### src/rtl/shift_reg_sipo.sv
// rtl/shift_reg_sipo.sv - serial-in/parallel-out shift register with valid/ready word output (optional SHREG_PARITY_EN adds pout_par)
module shift_reg_sipo #(
  parameter int WIDTH = 8
) (
  input  logic                     clk,
  input  logic                     rst,
  input  logic                     sin,
  input  logic                     sin_valid,
  input  logic                     msb_first,
  input  logic                     clear,
  output logic [WIDTH-1:0]         pout,
  output logic                     pout_valid,
  input  logic                     pout_ready,
  output logic                     sout,
  output logic [$clog2(WIDTH)-1:0] bit_cnt,
  output logic                     busy,
`ifdef SHREG_PARITY_EN
  output logic                     pout_par,
`endif
  output logic                     overrun
);

  localparam int CW = $clog2(WIDTH);
  localparam logic [CW-1:0] LAST = CW'(WIDTH - 1);

  typedef enum logic {
    IDLE  = 1'b0,
    SHIFT = 1'b1
  } state_t;

  state_t           state_q, state_d;
  logic [WIDTH-1:0] shreg_q, shreg_d;
  logic [WIDTH-1:0] pout_q, pout_d;
  logic [CW-1:0]    bit_cnt_q, bit_cnt_d;
  logic             order_q, order_d;
  logic             sout_q, sout_d;
  logic             pout_valid_q, pout_valid_d;
  logic             overrun_q, overrun_d;
`ifdef SHREG_PARITY_EN
  logic             pout_par_q, pout_par_d;
`endif

  logic             accept;
  logic             cur_order;
  logic             complete;
  logic             displaced;
  logic [WIDTH-1:0] shifted;

  // Next-state: shifting, word completion, output handshake and clear
  always_comb begin
    accept    = sin_valid & ~clear;
    // The order is taken from msb_first only on the first bit of a word
    cur_order = (state_q == IDLE) ? msb_first : order_q;
    shifted   = cur_order ? {shreg_q[WIDTH-2:0], sin} : {sin, shreg_q[WIDTH-1:1]};
    displaced = cur_order ? shreg_q[WIDTH-1] : shreg_q[0];
    complete  = accept && (bit_cnt_q == LAST);

    state_d      = state_q;
    shreg_d      = shreg_q;
    pout_d       = pout_q;
    bit_cnt_d    = bit_cnt_q;
    order_d      = order_q;
    sout_d       = sout_q;
    pout_valid_d = pout_valid_q;
    overrun_d    = overrun_q;
`ifdef SHREG_PARITY_EN
    pout_par_d   = pout_par_q;
`endif

    if (pout_ready) begin
      pout_valid_d = 1'b0;
    end

    if (clear) begin
      shreg_d   = '0;
      bit_cnt_d = '0;
      state_d   = IDLE;
      overrun_d = 1'b0;
    end else if (accept) begin
      shreg_d = shifted;
      sout_d  = displaced;
      order_d = cur_order;
      if (complete) begin
        bit_cnt_d = '0;
        state_d   = IDLE;
        // A finished word only replaces pout if the old one is gone or leaving now
        if (!pout_valid_q || pout_ready) begin
          pout_d       = shifted;
          pout_valid_d = 1'b1;
`ifdef SHREG_PARITY_EN
          pout_par_d   = ^shifted;
`endif
        end else begin
          overrun_d = 1'b1;
        end
      end else begin
        bit_cnt_d = bit_cnt_q + CW'(1);
        state_d   = SHIFT;
      end
    end
  end

  // State and output registers with asynchronous active-low reset
  always_ff @(posedge clk or negedge rst) begin
    if (!rst) begin
      state_q      <= IDLE;
      shreg_q      <= '0;
      pout_q       <= '0;
      bit_cnt_q    <= '0;
      order_q      <= 1'b0;
      sout_q       <= 1'b0;
      pout_valid_q <= 1'b0;
      overrun_q    <= 1'b0;
`ifdef SHREG_PARITY_EN
      pout_par_q   <= 1'b0;
`endif
    end else begin
      state_q      <= state_d;
      shreg_q      <= shreg_d;
      pout_q       <= pout_d;
      bit_cnt_q    <= bit_cnt_d;
      order_q      <= order_d;
      sout_q       <= sout_d;
      pout_valid_q <= pout_valid_d;
      overrun_q    <= overrun_d;
`ifdef SHREG_PARITY_EN
      pout_par_q   <= pout_par_d;
`endif
    end
  end

  assign pout       = pout_q;
  assign pout_valid = pout_valid_q;
  assign sout       = sout_q;
  assign bit_cnt    = bit_cnt_q;
  assign busy       = (state_q == SHIFT);
  assign overrun    = overrun_q;
`ifdef SHREG_PARITY_EN
  assign pout_par   = pout_par_q;
`endif

endmodule

### config.mk
export PLATFORM = sky130hd
export DESIGN_NAME = shift_reg_sipo
export DESIGN_NICKNAME = d
export VERILOG_FILES = /design/src/rtl/shift_reg_sipo.sv
export SDC_FILE = /design/constraint.sdc
export NUM_CORES = 1
export LEC_CHECK = 0
export ABC_AREA = 1
export BUFFER_PORTS_ARGS = -buffer_cell sky130_fd_sc_hd__buf_2
export CAP_MARGIN = 20
export CORE_MARGIN = 2
export CORE_UTILIZATION = 25
export DETAILED_ROUTE_END_ITERATION = 7
export SYNTH_ARGS = -nofsm -noshare
export SYNTH_HDL_FRONTEND = slang
export SYNTH_SLANG_ARGS = --single-unit
### constraint.sdc
create_clock -name clk -period 1.4 [get_ports clk]
set_input_delay 0.35 -clock clk [delete_from_list [all_inputs] [get_ports clk]]
set_output_delay 0.35 -clock clk [all_outputs]
set_load 0.05 [all_outputs]
==> metrics.md, run 1 <==
| Metric | Value |
|---|---|
| Slew Viols, Final | `0` |
| Internal | `0.00104 W` |
| RR Startpoint | `bit_cnt[1]$_DFFE_PN0P_` |
| Grt ovf | `0` |
| Max cap viols | `0` |
| Post-Syn Instances | `139` |
| FILL cells | `between 400 and 500` |
| Post-synthesis sequential area ratio | `53.2%` |
| TritonCTS buffer count | `3` |
| Reg2Reg Setup Slack | `100 ps` |
| Share of cells above drive strength 1 | `25.0%` |
| RSZ-0062 raised after global routing | `false` |
| Leak | `0.782 nW` |
| Setup bufs post-CTS | `0` |
| Core area | `0.00435 mm2` |
| CP Capture Type | `output port` |
| Worst rel slew slack | `between 60% and 70%` |
| Synth warnings | `0` |
| Iteration-0 DRC Markers | `70` |
| Gr usage total | `10.2%` |
| Ports | `22` |
| Via density | `4.46` |
| # setup viols final | `0` |
| Root Driver | `clkbuf_8` |
| Remaining DRCs | `0` |
| CTS tree | `built` |
| Initial antenna violation count | `0` |
| First-pass GRT wire length | `4.05 mm` |
| Final worst clock skew | `about 6.2 ps` |
| Pwr Total | `0.00146 W` |
| Switching power total | `~0.00042 W` |
| Number of global-route vias before repair | `924` |
| PwrDens | `1050 mW/mm2` |
| Largest net degree at the start of global routing | `25` |
| Die Width | `71.2 um` |
| Worst Path Required | `1050 ps` |
| FP Rows | `24` |
| Nets | `174` |
| Worst-Margin Slew | `542 ps` |
| Final wirelength | `2.39 mm` |
| Clock power frac | `32.5%` |
| Status | `complete, no violations` |
| H-tree depth | `1` |
| Mapped Area | `0.00113 mm2` |
| Starting Density | `25.9%` |
| CP max stage cell | `dfrtp_1` |
| Final period util | `95.7%` |
| Max frequency | `0.746 GHz` |
| Pre-CTS setup slack | `96.7 ps` |
| Crit path launch type | `register` |
| Sink Count | `24` |
| Tmin final | `around 1300 ps` |
| WP depth | `1` |
| Diode count | `0` |
| WS Path Type | `reg -> out` |
| Area Growth Syn to Fin | `23.6%` |
| Critical Path, Cell by Cell | `clkbuf_4` |
| Placer Congestion | `0.853` |
| Sequential power share | `approximately half` |
| ANT nets after route | `0` |
| Seq cells post-synth | `24` |
| Worst R2R Path Depth | `7` |
| Clock Latency Late Sink | `270 ps` |
| Hold Vio Cnt, Final | `0` |
| Initial DRT Pass Iterations | `4` |
| Drt wl/cell | `11.0 um` |
| Part of the power in combinational logic | `16.2%` |
| Sw Ratio | `28.6%` |
| Reg2reg end | `pout[5]$_DFFE_PN0P_` |
| Syn_nets | `148` |
| Vias | `around 960` |
| Crit-path max cell delay | `450 ps` |
| Hold crit path type | `in -> async` |
| Post-synth cell types | `14` |
| Clock transition at path regs | `90 ps` |
| Final HPWL DP | `between 1.5 and 2 mm` |
| Critical Path AT | `990 ps` |
| Peak supply drop | `between 0.0003 and 0.0004 V` |
| PortBufs | `21` |
| Die Area | `0.00507 mm2` |
| Bufs and invs on worst path | `1` |
| Crit path max-delay family | `flip-flops` |
| Max FO, Critical Path | `5` |
| CTS max path bufs | `2` |
| Die Y | `71.2 um` |
| Syn avg cell area | `8.12 um2` |
| Final worst slack | `59.9 ps` |
cell families after synthesis:
kind of cell    share of synthesized area, %
compound gates                          2.11
simple gates                            35.4
fa+ha+maj                               2.22
buf+inv                                 7.09
flops                                   53.2
layer usage:
layer	wire, um	up-vias	GRT usage (%)
li1	-	495	-
met5	0	-	0
met1	1140	440	12.9
met2	1100	22	16.0
met3	95	7	2.14
met4	57	0	5.87
cells in the mapped netlist, drive strengths merged:
| master | instances | area share, % |
|---|---|---|
| nor2 | 3 | 1.7 |
| inv | 18 | 6.0 |
| buf | 2 | 1.1 |
| dfrtp | 24 | 53 |
| a22o | 1 | 0.78 |
| nand2 | 50 | 17 |
| nand3 | 36 | 16 |
| o21ai | 3 | 1.3 |
| ha | 2 | 2.2 |
power by group through the flow:
stage	Combinational [W]	Clock [W]	Sequential, W
after global placement	0.000238	0	0.000762
after global routing	0.000267	0.000518	0.000755
final	0.000237	0.000475	0.000749
after detailed placement	0.000237	0	0.000763
after CTS	0.000238	0.000493	0.000750
after floorplan	0.000123	0	0.000805
sequential cells by signal, indices dropped and copies added (netlist names):
register,cells
busy,1
order_q,1
overrun,1
pout,8
shreg_q,8
sout,1
pout_valid,1
bit_cnt,3
how the worst max path moves through the flow:
| stage | startpoint | endpoint | slack, ps |
|---|---|---|---|
| 2_1_floorplan | bit_cnt[1]$_DFFE_PN0P_ | pout[0]$_DFFE_PN0P_ | -20 |
| 3_3_place_gp | bit_cnt[0]$_DFFE_PN0P_ | pout[3]$_DFFE_PN0P_ | 130 |
| 3_5_place_dp | bit_cnt[1]$_DFFE_PN0P_ | pout[5]$_DFFE_PN0P_ | 100 |
| 4_1_cts | busy$_DFFE_PN0P_ | busy | 30 |
| 5_1_grt | busy$_DFFE_PN0P_ | busy | 6 |
| 6_report | busy$_DFFE_PN0P_ | busy | 60 |
area by class of cell:
| type | count | area [um2] | share of cell area (%) |
|---|---|---|---|
| flip-flops and latches | 24 | 604 | 43.3 |
| multi-input cells | 95 | 480 | 34.4 |
| repair buffers | 23 | 123 | 8.79 |
| inverters | 18 | 67.6 | 4.84 |
| well taps | 52 | 65.1 | 4.66 |
| clock buffers | 4 | 55.1 | 3.95 |
timing repair:
| action | 4_1_cts | 5_1_grt |
|---|---|---|
| resized for setup | 0 | 1 |
| setup endpoints to repair | 0 | 1 |
| hold buffers | 0 | 0 |
layout by cell type (no fill, tap or decap), types with 3 or more instances in the layout:
cell type | netlist | final
buf_2 | 1 | 20
nand2_2 | 3 | 3
clkbuf_8 | 0 | 4
inv_2 | 4 | 4
dfrtp_1 | 24 | 21
o21ai_0 | 3 | 3
nand3_1 | 35 | 35
nand2_1 | 47 | 47
inv_1 | 14 | 14
dfrtp_2 | 0 | 3
metrics by stage:
stage	cells	area, um2	util [%]	hold slack, ps	setup TNS (ps)
6_report	216	1400	32.0	49.5	0
3_5_place_dp	212	1340	30.7	368	0
5_1_grt	216	1400	32.0	92.5	0
4_1_cts	216	1390	32.0	68.9	0
3_3_place_gp	212	1340	30.7	358	0
2_1_floorplan	139	1160	-	54.4	-154
(Power assumes the default switching activity.)
==> run 2, diff against run 1 <==
--- a/config.mk
+++ b/config.mk
@@ -8,6 +8,7 @@
 export ABC_AREA = 1
 export BUFFER_PORTS_ARGS = -buffer_cell sky130_fd_sc_hd__buf_2
 export CAP_MARGIN = 20
+export CORE_ASPECT_RATIO = 1.2
 export CORE_MARGIN = 2
 export CORE_UTILIZATION = 25
 export DETAILED_ROUTE_END_ITERATION = 7
==> metrics.md, run 2 (synthesis results as in run 1) <==
| Metric | Value |
|---|---|
| Largest net degree at the start of global routing | `25 (unchanged)` |
| Iteration-0 DRC Markers | `37 (-47%)` |
| FP Rows | `26 (+8.3%)` |
| Worst-Margin Slew | `518 ps (-24.5 ps)` |
| Worst Path Required | `1050 ps (about the same)` |
| TritonCTS buffer count | `3 (unchanged)` |
| Leak | `0.789 nW (+0.82%)` |
| Starting Density | `26.3% (+0.36 points)` |
| Final wirelength | `2.33 mm (-2.2%)` |
| First-pass GRT wire length | `4.14 mm (+2.2%)` |
| Remaining DRCs | `0 (unchanged)` |
| Status | `complete, no violations` |
| CP max stage cell | `dfrtp_1` |
| Initial DRT Pass Iterations | `4 (unchanged)` |
| Nets | `176 (+1.1%)` |
| Die Width | `65.3 um (-8.2%)` |
| Ports | `22 (unchanged)` |
| CP Capture Type | `output port` |
| Crit path launch type | `register` |
| Via density | `4.30 (-3.6%)` |
| PortBufs | `21 (unchanged)` |
| Clock transition at path regs | `80 ps (about the same)` |
| Max cap viols | `0 (unchanged)` |
| ANT nets after route | `0 (unchanged)` |
| CTS Hold Bufs | `0 (unchanged)` |
| RSZ-0062 raised after global routing | `false` |
| Gr usage total | `10.4% (+0.27 points)` |
| Peak supply drop | `0.000327 V (-16%)` |
| Most frequent cells in the layout | `47 x nand2_1, 35 x nand3_1, 21 x dfrtp_1, 20 x buf_2, 14 x inv_1` |
| CTS tree | `built` |
| FF+latch area | `604 um2 (unchanged)` |
| Clock Latency Late Sink | `270 ps (about the same)` |
| Core area | `0.00429 mm2 (-1.4%)` |
| Grt ovf | `0 (unchanged)` |
| Worst rel slew slack | `65.5% (+1.6 points)` |
| Final worst clock skew | `4.23 ps (-1.96 ps)` |
| Share of cells above drive strength 1 | `25.3% (+0.30 points)` |
| Drt wl/cell | `10.5 um (-4.8%)` |
| FILL cells | `470 (+4.7%)` |
| Max frequency | `0.745 GHz (-0.15%)` |
| CTS max path bufs | `2 (unchanged)` |
| Area Growth Syn to Fin | `24.5%` |
| Initial antenna violation count | `0 (unchanged)` |
| WS Path Type | `reg -> out` |
| Final worst slack | `57.9 ps (-2.08 ps)` |
| PwrDens | `994 mW/mm2 (-5.1%)` |
| Number of global-route vias before repair | `982 (+6.3%)` |
| Reg2Reg Setup Slack | `110 ps (about the same)` |
| Hold Vio Cnt, Final | `0 (unchanged)` |
| Crit path max-delay family | `flip-flops` |
| Pwr Total | `0.00140 W (-4.4%)` |
| Multi-input gate area | `480 um2 (unchanged)` |
| Bufs and invs on worst path | `1 (unchanged)` |
| Vias | `955 (-0.93%)` |
| Hold crit path type | `in -> async` |
| Pre-CTS setup slack | `69.7 ps (-26.9 ps)` |
| # setup viols final | `0 (unchanged)` |
| Tmin final | `1340 ps (+2.08 ps)` |
| Root Driver | `clkbuf_8` |
| Crit-path max cell delay | `450 ps (about the same)` |
| Diode count | `0 (unchanged)` |
| Slew Viols, Final | `0 (unchanged)` |
| Placer Congestion | `0.795 (-6.8%)` |
| Sink Count | `24 (unchanged)` |
| Critical Path AT | `990 ps (about the same)` |
| Die Area | `0.00507 mm2 (about the same)` |
| Critical Path, Cell by Cell | `clkbuf_4` |
| Final HPWL DP | `1.80 mm (-0.15%)` |
| Final period util | `95.9% (+0.15 points)` |
| Most common cell after layout, fill and taps aside | `nand2_1` |
| Max FO, Critical Path | `5 (unchanged)` |
| H-tree depth | `1 (unchanged)` |
| Die Y | `77.6 um (+9.0%)` |
run 2: changes by cell type in the layout (fill, tap and decap cells not counted):
cell	change
clkbuf_1	+1
clkbuf_8	-1
buf_4	+2
run 2: stage by stage:
step	area, um2	util, %	hold slack, ps	instances	TNS (ps)
after global placement	1340	31.3	355	216	0
after global routing	1410	32.7	80.6	222	0
after CTS	1390	32.3	63.7	220	0
after detailed placement	1340	31.3	361	216	0
after floorplan	1160	-	54.4	139	-154
final	1410	32.7	45.4	222	0
run 2: cell type report:
cell class / count / area share (%)
inverters: 18 / 4.81
flip-flops and latches: 24 / 43.0
multi-input cells: 95 / 34.2
clock buffers: 4 / 3.21
repair buffers: 25 / 9.80
well taps: 56 / 4.99
run 2: metal layers:
layer  GRT usage [%]  wire length [um]
met2            18.8              1160
met5               0                 0
met3            1.01                92
met4            6.25                65
met1            11.6              1010
run 2: power breakdown:
group          total (W)  internal [W]  switching, W
registers       0.000751      0.000726     0.0000244
clock network   0.000413      0.000204      0.000209
logic           0.000234     0.0000674      0.000167
run 2: repair_timing:
item	CTS	global route
gates resized for setup	0	1
buffers inserted	0	2
endpoints found under the setup margin	0	9
run 2: worst paths after layout:
kind,endpoint,cells after the start,start
worst max-delay path,busy,1,busy$_DFFE_PN0P_
worst min register to register,pout[1]$_DFFE_PN0P_,2,pout[1]$_DFFE_PN0P_
worst max register to register,pout[2]$_DFFE_PN0P_,7,bit_cnt[0]$_DFFE_PN0P_
min in group clk,overrun$_DFFE_PN0P_,4,clear
max in group asynchronous,bit_cnt[2]$_DFFE_PN0P_,1,rst
worst min-delay path,bit_cnt[1]$_DFFE_PN0P_,1,rst
==> run 3, diff against run 2 <==
--- a/config.mk
+++ b/config.mk
@@ -8,7 +8,7 @@
 export ABC_AREA = 1
 export BUFFER_PORTS_ARGS = -buffer_cell sky130_fd_sc_hd__buf_2
 export CAP_MARGIN = 20
-export CORE_ASPECT_RATIO = 1.2
+export CORE_ASPECT_RATIO = 1.1
 export CORE_MARGIN = 2
 export CORE_UTILIZATION = 25
 export DETAILED_ROUTE_END_ITERATION = 7
==> metrics.md, run 3 (synthesis results as in run 1) <==
| Metric | Value |
|---|---|
| FP Rows | `25 (-3.8%)` |
| Crit path max-delay family | `flip-flops` |
| Final wirelength | `2.23 mm (-4.7%)` |
| Tmin final | `1330 ps (-11.0 ps)` |
| Number of global-route vias before repair | `938 (-4.5%)` |
| Crit path launch type | `register` |
| Vias | `942 (-1.4%)` |
| Die Y | `74.5 um (-4.0%)` |
| Diode count | `0 (unchanged)` |
| CTS tree | `built` |
| Remaining DRCs | `0 (unchanged)` |
| CTS max path bufs | `2 (unchanged)` |
| Clock Latency Late Sink | `260 ps (about the same)` |
| Area Growth Syn to Fin | `24.3%` |
| Root Driver | `clkbuf_8` |
| # setup viols final | `0 (unchanged)` |
| Switching power total | `0.000395 W (-1.2%)` |
| Grt ovf | `0 (unchanged)` |
| DR WL met2 | `1.04 mm (-11%)` |
| Worst Path Required | `1050 ps (about the same)` |
| Most common cell after layout, fill and taps aside | `nand2_1` |
| PortBufs | `21 (unchanged)` |
| Nets | `176 (unchanged)` |
| Final worst clock skew | `4.86 ps (+0.627 ps)` |
| Die Area | `0.00507 mm2 (about the same)` |
| CP startpoint | `busy$_DFFE_PN0P_` |
| Pwr Total | `0.00139 W (-0.44%)` |
| Clock transition at path regs | `80 ps (about the same)` |
| Sequential power share | `53.9% (+0.2 points)` |
| RR Startpoint | `bit_cnt[0]$_DFFE_PN0P_` |
| DR WL met3 | `89 um (-3.3%)` |
| Cell Count, Final, Fillers Out | `220 (-0.90%)` |
| Worst R2R Path Depth | `7 (unchanged)` |
| Sink Count | `24 (unchanged)` |
| Bufs and invs on worst path | `1 (unchanged)` |
| Largest net degree at the start of global routing | `25 (unchanged)` |
| Post-layout instance area | `0.00140 mm2 (-0.18%)` |
| WP depth | `1 (unchanged)` |
| Initial DRT Pass Iterations | `4 (unchanged)` |
| H-tree depth | `1 (unchanged)` |
| Hold crit path type | `in -> async` |
| Clock power frac | `29.4% (about the same)` |
| Critical Path, Cell by Cell | `clkbuf_4` |
| Slew Viols, Final | `0 (unchanged)` |
| Top routing layer in use | `met4` |
| Ports | `22 (unchanged)` |
| Sw Ratio | `28.4% (-0.23 points)` |
| Max FO, Critical Path | `5 (unchanged)` |
| WS Path Type | `reg -> out` |
| Final Util | `32.5% (-0.23 points)` |
| Placed insts | `214 (-0.93%)` |
| Final period util | `95.1% (-0.79 points)` |
| First-pass GRT wire length | `3.95 mm (-4.7%)` |
| Part of the power in combinational logic | `16.7% (about the same)` |
| CP max stage cell | `dfrtp_1` |
| Initial antenna violation count | `0 (unchanged)` |
| TritonCTS buffer count | `3 (unchanged)` |
| Die Width | `68.1 um (+4.2%)` |
| Area after DPL | `0.00134 mm2 (-0.19%)` |
| Hold Vio Cnt, Final | `0 (unchanged)` |
| Drt wl/cell | `10.1 um (-3.8%)` |
| Met1 WL | `1.04 mm (+2.4%)` |
| Worst rel slew slack | `65.7% (+0.22 points)` |
| Status | `complete, no violations` |
| Worst-Margin Slew | `514 ps (-3.30 ps)` |
| Leak | `0.789 nW (unchanged)` |
| Critical Path AT | `980 ps (about the same)` |
| Gr usage total | `10.5% (+0.041 points)` |
| Share of cells above drive strength 1 | `25.3% (unchanged)` |
| Starting Density | `26.1% (-0.14 points)` |
| Final HPWL DP | `1.72 mm (-4.6%)` |
| Via density | `4.28 (-0.46%)` |
| Max frequency | `0.751 GHz (+0.83%)` |
| Core area | `0.00432 mm2 (+0.52%)` |
| Reg2Reg Setup Slack | `110 ps (about the same)` |
| Crit-path max cell delay | `450 ps (about the same)` |
| Max cap viols | `0 (unchanged)` |
| Hold Slack | `47.5 ps (+2.10 ps)` |
| CP Capture Type | `output port` |
| Internal | `0.000996 W (-0.12%)` |
| Placer Congestion | `0.789 (-0.74%)` |
| Iteration-0 DRC Markers | `52 (+41%)` |
| Most frequent cells in the layout | `47 x nand2_1, 35 x nand3_1, 21 x dfrtp_1, 20 x buf_2, 14 x inv_1` |
| PwrDens | `992 mW/mm2 (-0.26%)` |
| RSZ-0062 raised after global routing | `true` |
| ANT nets after route | `0 (unchanged)` |
| Worst setup path end | `busy` |
| Reg2reg end | `pout[6]$_DFFE_PN0P_` |
| Peak supply drop | `0.000305 V (-6.8%)` |
## run 3: final cells by class
class	count	area, um2
Inverter	18	67.6
Timing Repair Buffer	25	138
Multi-Input combinational cell	95	480
Tap cell	54	67.6
Clock buffer	4	45.0
Fill cell	449	2910
Sequential cell	24	604
## run 3: stage by stage
| stage | TNS, ps | setup WS [ps] |
|---|---|---|
| floorplan | -154 | -19.3 |
| global placement | 0 | 125 |
| detailed placement | 0 | 64.3 |
| CTS | 0 | 23.4 |
| global route | -21.7 | -16.6 |
| finish | 0 | 68.9 |
## run 3: worst min path at each step
stage	depth (start not counted)	end	slack [ps]	from
2_1_floorplan	0	bit_cnt[0]$_DFFE_PN0P_	50	rst
3_3_place_gp	1	busy$_DFFE_PN0P_	350	rst
3_5_place_dp	1	busy$_DFFE_PN0P_	360	rst
4_1_cts	1	bit_cnt[0]$_DFFE_PN0P_	70	rst
5_1_grt	1	busy$_DFFE_PN0P_	90	rst
6_report	1	bit_cnt[0]$_DFFE_PN0P_	50	rst
## run 3: power by group through the flow
| stage | clock network (W) | registers, W | logic (W) |
|---|---|---|---|
| after detailed placement | 0 | 0.000763 | 0.000235 |
| after global routing | 0.000452 | 0.000757 | 0.000261 |
| after floorplan | 0 | 0.000805 | 0.000123 |
| final | 0.000409 | 0.000750 | 0.000232 |
| after global placement | 0 | 0.000763 | 0.000236 |
| after CTS | 0.000424 | 0.000750 | 0.000234 |
## run 3: layer usage
layer,global-route usage [%],vias to the layer above
met3,1.82,5
met1,13.6,417
met2,16.4,22
met4,6.00,0
li1,-,498
met5,0,-
## run 3: timing repair
action | 4_1_cts | 5_1_grt
endpoints found under the setup margin | 0 | 9
hold buffers | 0 | 0
resized for setup | 0 | 1
buffers inserted | 0 | 2
